$ cat config.mk
export PLATFORM = sky130hd
export DESIGN_NAME = jtag_reg_access
export DESIGN_NICKNAME = d
export VERILOG_FILES = /design/src/rtl/jtag_reg_access.sv
export SDC_FILE = /design/constraint.sdc
export NUM_CORES = 1
export LEC_CHECK = 0
export BUFFER_PORTS_ARGS = -buffer_cell sky130_fd_sc_hd__buf_2
export CAP_MARGIN = 25
export CELL_PAD_IN_SITES_DETAIL_PLACEMENT = 1
export CELL_PAD_IN_SITES_GLOBAL_PLACEMENT = 2
export CORE_MARGIN = 2
export CORE_UTILIZATION = 26
export DETAILED_ROUTE_END_ITERATION = 10
export MAX_ROUTING_LAYER = met4
export PLACE_DENSITY = 0.92
export SLEW_MARGIN = 20
export SYNTH_ARGS = -nofsm -noshare
export SYNTH_HDL_FRONTEND = slang
export SYNTH_SLANG_ARGS = --single-unit
export TNS_END_PERCENT = 10
$ cat constraint.sdc
create_clock -name clk -period 2.4 [get_ports clk]
set_clock_uncertainty 0.05 [all_clocks]
set_input_delay 0.36 -clock clk [delete_from_list [all_inputs] [get_ports clk]]
set_output_delay 0.36 -clock clk [all_outputs]
set_load 0.005 [all_outputs]
$ cat src/rtl/jtag_reg_access.sv
// -----------------------------------------------------------------------------
// jtag_reg_access
//
// Debug-side access controller for the general-purpose register file. Takes one
// read/write command at a time from the JTAG DTM, optionally halts the core,
// drives the register file's JTAG port, retries writes that lose to an
// execute-stage write, and returns exactly one response per command.
//
// Build option:
//   JTAG_REG_ACCESS_HALT_EN  defined   -> HALT state with halt_req_o/halt_ack_i
//                                          handshake and halt timeout.
//                            undefined -> IDLE goes straight to ACCESS,
//                                          halt_req_o tied to 0, halt_ack_i ignored.
//
// Parameters:
//   RETRY_MAX     write retries allowed after collisions before reporting error
//   HALT_TIMEOUT  HALT cycles to wait for halt_ack_i before reporting error
//
// Ports:
//   clk, rst                   clock, synchronous active-high reset
//   req_valid_i / req_ready_o  command handshake
//   req_we_i, req_addr_i,      command: 1 = write, register index, write data
//   req_data_i
//   resp_valid_o/resp_ready_i  response handshake
//   resp_data_o, resp_err_o    read data / write echo (0 on error), error flag
//   halt_req_o, halt_ack_i     core halt handshake
//   ex_we_i, ex_waddr_i        execute-stage write port (observed only)
//   jtag_we_o, jtag_addr_o,    register file JTAG port
//   jtag_data_o, jtag_data_i
// -----------------------------------------------------------------------------
module jtag_reg_access #(
  parameter int RETRY_MAX    = 15,
  parameter int HALT_TIMEOUT = 255
) (
  input  logic        clk,
  input  logic        rst,
  input  logic        req_valid_i,
  output logic        req_ready_o,
  input  logic        req_we_i,
  input  logic [4:0]  req_addr_i,
  input  logic [31:0] req_data_i,
  output logic        resp_valid_o,
  input  logic        resp_ready_i,
  output logic [31:0] resp_data_o,
  output logic        resp_err_o,
  output logic        halt_req_o,
  input  logic        halt_ack_i,
  input  logic        ex_we_i,
  input  logic [4:0]  ex_waddr_i,
  output logic        jtag_we_o,
  output logic [4:0]  jtag_addr_o,
  output logic [31:0] jtag_data_o,
  input  logic [31:0] jtag_data_i
);

  localparam int RETRY_W = (RETRY_MAX > 0) ? $clog2(RETRY_MAX + 1) : 1;

  typedef enum logic [1:0] {
    IDLE   = 2'd0,
    HALT   = 2'd1,
    ACCESS = 2'd2,
    RESP   = 2'd3
  } state_t;

  state_t              state_reg;
  logic                cmd_we_reg;
  logic [4:0]          cmd_addr_reg;
  logic [31:0]         cmd_data_reg;
  logic                req_ready_reg;
  logic                resp_valid_reg;
  logic [31:0]         resp_data_reg;
  logic                resp_err_reg;
  logic                jtag_we_reg;
  logic [4:0]          jtag_addr_reg;
  logic [31:0]         jtag_data_reg;
  logic [RETRY_W-1:0]  retry_cnt_reg;

`ifdef JTAG_REG_ACCESS_HALT_EN
  localparam int TMO_W = (HALT_TIMEOUT > 0) ? $clog2(HALT_TIMEOUT + 1) : 1;
  logic [TMO_W-1:0]    tmo_cnt_reg;
  logic                halt_req_reg;
`endif

  // The execute stage wins the register file write port whenever it writes a
  // real register; a write to x0 from the execute stage is no conflict.
  logic ex_collide;
  assign ex_collide = ex_we_i && (ex_waddr_i != 5'd0);

  always_ff @(posedge clk) begin
    if (rst) begin
      state_reg      <= IDLE;
      cmd_we_reg     <= 1'b0;
      cmd_addr_reg   <= 5'd0;
      cmd_data_reg   <= 32'd0;
      req_ready_reg  <= 1'b0;
      resp_valid_reg <= 1'b0;
      resp_data_reg  <= 32'd0;
      resp_err_reg   <= 1'b0;
      jtag_we_reg    <= 1'b0;
      jtag_addr_reg  <= 5'd0;
      jtag_data_reg  <= 32'd0;
      retry_cnt_reg  <= '0;
`ifdef JTAG_REG_ACCESS_HALT_EN
      tmo_cnt_reg    <= '0;
      halt_req_reg   <= 1'b0;
`endif
    end else begin
      case (state_reg)
        IDLE: begin
          req_ready_reg <= 1'b1;
          if (req_valid_i && req_ready_reg) begin
            req_ready_reg <= 1'b0;
            cmd_we_reg    <= req_we_i;
            cmd_addr_reg  <= req_addr_i;
            cmd_data_reg  <= req_data_i;
`ifdef JTAG_REG_ACCESS_HALT_EN
            halt_req_reg  <= 1'b1;
            state_reg     <= HALT;
`else
            // No halt handshake: set up the register file port directly so
            // it is valid for the whole first ACCESS cycle.
            jtag_addr_reg <= req_addr_i;
            jtag_data_reg <= req_data_i;
            jtag_we_reg   <= req_we_i && (req_addr_i != 5'd0);
            state_reg     <= ACCESS;
`endif
          end
        end

`ifdef JTAG_REG_ACCESS_HALT_EN
        HALT: begin
          if (halt_ack_i) begin
            jtag_addr_reg <= cmd_addr_reg;
            jtag_data_reg <= cmd_data_reg;
            jtag_we_reg   <= cmd_we_reg && (cmd_addr_reg != 5'd0);
            state_reg     <= ACCESS;
          end else if (int'(tmo_cnt_reg) + 1 >= HALT_TIMEOUT) begin
            // This is the HALT_TIMEOUT-th cycle without an acknowledge.
            resp_valid_reg <= 1'b1;
            resp_data_reg  <= 32'd0;
            resp_err_reg   <= 1'b1;
            state_reg      <= RESP;
          end else begin
            tmo_cnt_reg <= tmo_cnt_reg + TMO_W'(1);
          end
        end
`endif

        ACCESS: begin
          if (!cmd_we_reg) begin
            // Read data is combinational from jtag_addr_o; x0 always reads 0.
            resp_valid_reg <= 1'b1;
            resp_data_reg  <= (cmd_addr_reg == 5'd0) ? 32'd0 : jtag_data_i;
            resp_err_reg   <= 1'b0;
            state_reg      <= RESP;
          end else if (cmd_addr_reg == 5'd0) begin
            resp_valid_reg <= 1'b1;
            resp_data_reg  <= cmd_data_reg;
            resp_err_reg   <= 1'b0;
            state_reg      <= RESP;
          end else if (!ex_collide) begin
            jtag_we_reg    <= 1'b0;
            resp_valid_reg <= 1'b1;
            resp_data_reg  <= cmd_data_reg;
            resp_err_reg   <= 1'b0;
            state_reg      <= RESP;
          end else if (int'(retry_cnt_reg) >= RETRY_MAX) begin
            jtag_we_reg    <= 1'b0;
            resp_valid_reg <= 1'b1;
            resp_data_reg  <= 32'd0;
            resp_err_reg   <= 1'b1;
            state_reg      <= RESP;
          end else begin
            // Lost to the execute stage: keep jtag_we_o high to retry.
            retry_cnt_reg <= retry_cnt_reg + RETRY_W'(1);
          end
        end

        RESP: begin
          if (resp_ready_i) begin
            resp_valid_reg <= 1'b0;
            retry_cnt_reg  <= '0;
            req_ready_reg  <= 1'b1;
            state_reg      <= IDLE;
`ifdef JTAG_REG_ACCESS_HALT_EN
            halt_req_reg   <= 1'b0;
            tmo_cnt_reg    <= '0;
`endif
          end
        end

        default: begin
          state_reg <= IDLE;
        end
      endcase
    end
  end

  assign req_ready_o  = req_ready_reg;
  assign resp_valid_o = resp_valid_reg;
  assign resp_data_o  = resp_data_reg;
  assign resp_err_o   = resp_err_reg;
  assign jtag_we_o    = jtag_we_reg;
  assign jtag_addr_o  = jtag_addr_reg;
  assign jtag_data_o  = jtag_data_reg;

`ifdef JTAG_REG_ACCESS_HALT_EN
  assign halt_req_o = halt_req_reg;
`else
  assign halt_req_o = 1'b0;
  // Halt acknowledge and timeout are meaningless without the halt handshake.
  logic unused_halt;
  assign unused_halt = halt_ack_i ^ (HALT_TIMEOUT == 0);
`endif

endmodule

==> run summary <==
share of cells above drive strength 1: 34.33%
Final Max Tran Viols: 0
Crit Path Category: reg -> reg
nature of the critical path endpoint: register
global route total overflow: 0
Cell Area, Synth: 3500 sq um
final hold vios: 0
P_leak: 1.945 nW
Num Clock Sinks: 80
Placer Congestion: 0.8001
DR iter-0 viols: 280
DRC errors left: 0
GRT Util Overall: 18.19%
postcts setup bufs: 0
final instance area: 4787 sq um
wire per inst: 17.24 microns
share of the yosys chip area belonging to registers: 45.76%
Total Routed Length: 12.84 mm
NumNets Final: 646
most frequent cells in the layout: buf_2 (152), nand2_1 (112), dfxtp_1 (80)
Tightest Hold Check Type: in -> reg
DP Area: 4477 sq um
Post-Syn Area per Cell: 8.273 sq um
core area: 13190 sq um
Reg2Reg Setup Slack: 460 ps
final core area utilization: 36.29%
overall power: 3.328 mW
die height: 120.0 microns
clk_lat worst skew: 340 ps
min cycle time layout: 1938 ps
Net Count, Synth: 505
clock slew at reported path FFs: 60 ps
Row Count: 42
final worst path period share: 80.76%
Max Fclk: 515.9 MHz
dpl cells: 729
Worst Max-Slew Pin Slew: 567.1 ps
WP data required: 2570 ps
vias in the first global route: 3845
vias per inst: 4.995
most common cell after layout, fill and taps aside: buf_2
xor and xnor area share after synthesis: 0%
largest family of logic cells by synthesized area: compound AO/OA/AOI/OAI gates
H-tree depth: 3
Post-CTS Resized: 0
final worst hold slack: 195.9 ps
Synth top area share: 45.76%
Max Buffers Root-to-Sink: 2
post-DP HPWL: 9.158 mm
Syn Inst Count: 423
crit start category: register
Die Wd: 120.0 microns
initial antenna violation count: 1
Top FF cell, synth: dfxtp_1
DR pass1 iterations: 4
Compound-Gate Fraction of Synth Area: 27.42%
vias post-DR: 3721
EDFF count, synth: 0
relative slew slack: 62.03%
worst-path fanout max: 5
peak supply drop: 0.3397 mV
asr flop ratio synth: 0%
Synth Area in Adders: 0.3575%
total CTS buffers: 9
area grow syn2layout: 36.79%
antenna-violating nets left: 0
first-pass GRT wire length: 20.24 mm
I/O pin count: 155
WP data arrival: 2110 ps
Synth Area in Simple Gates: 16.91%
dpl ws: 316.6 ps
Finish-stage setup viols: 0
top cells by area, synth: dfxtp_1 (46%), nand2_1 (12%), o2111ai_1 (8.5%), a21oi_1 (6.4%), o311ai_0 (5.8%)
clk root buf: clkbuf_16
Pwr per Cell Area: 695.1 nW/um^2
Unique masters post-synth: 40
max cap viols: 0
CTS Hold Bufs: 0
port buffer count: 152
status: finished clean
post-synthesis mux area share: 0.2860%
die area: 14400 sq um
register bit total from synthesis: 80
leading area contributor after synthesis: dfxtp_1
largest net degree at the start of global routing: 46
CTS tree: done
unrepaired setup endpoints after global routing: false
Starting Density: 26.53%
final std cells w/o fill: 745
synth warn: 0
Final WS setup: 461.7 ps
TNS Setup: 0 ps
-- area by class of cell --
type                            instances  area, sq um
Multi-Input combinational cell        271         1609
Inverter                               34        127.6
Fill cell                            1628         8403
Clock buffer                           13        270.3
Timing Repair Buffer                  168        918.4
Sequential cell                        80         1602
Clock inverter                          2        37.54
Tap cell                              176        220.2
Antenna cell                            1        2.502
-- synthesized netlist by cell type (2+ instances only) --
master	instances
o2111ai_1	34
nand3_1	5
o211a_1	2
nor2_1	4
clkbuf_1	18
nor3_1	3
buf_6	4
buf_1	2
nand2_1	112
a21oi_1	45
o311ai_0	23
buf_2	12
o211ai_1	6
or4_1	3
o21ai_0	4
o311ai_1	8
or4_4	2
dfxtp_1	80
nand2b_1	2
inv_1	34
-- report_power, final --
group	internal [mW]	switching, mW	total, mW
combinational	0.180	0.278	0.458
sequential	1.39	0.0505	1.44
clock	0.886	0.544	1.43
total	2.46	0.872	3.33
-- final timing paths --
kind / start / end / cells past startpoint
setup / recovery: jtag_addr_o[4] / resp_data_o[16] / 4
setup reg to reg: jtag_addr_o[4] / resp_data_o[16] / 4
hold reg to reg: resp_valid_o / resp_valid_o / 2
hold / removal: jtag_data_i[26] / resp_data_o[26] / 3
-- per-layer routing --
layer	vias to the layer above	wire length, microns	global-route usage (%)
met2	116	6106	29.51
met3	11	799	4.848
met1	1797	5804	22.64
met4	0	131	4.265
li1	1797	-	-
met5	-	0	-
-- kinds of logic (layout without fill, tap and decap cells) --
kind of cell / Yosys count / after routing
and+or+nand+nor: 139 / 139
DFF: 80 / 80
muxes: 1 / 1
buffers and inverters: 72 / 217
other: 1 / 2
adders and majority gates: 1 / 1
AOI/OAI and AO/OA: 129 / 129
-- worst max-delay path, cell delays in order, from the launching register on --
cell      delay (ps)
dfxtp_1          340
or4_4            590
o21ai_0          440
o211ai_1         160
o221a_2          240
(Power assumes the default switching activity.)
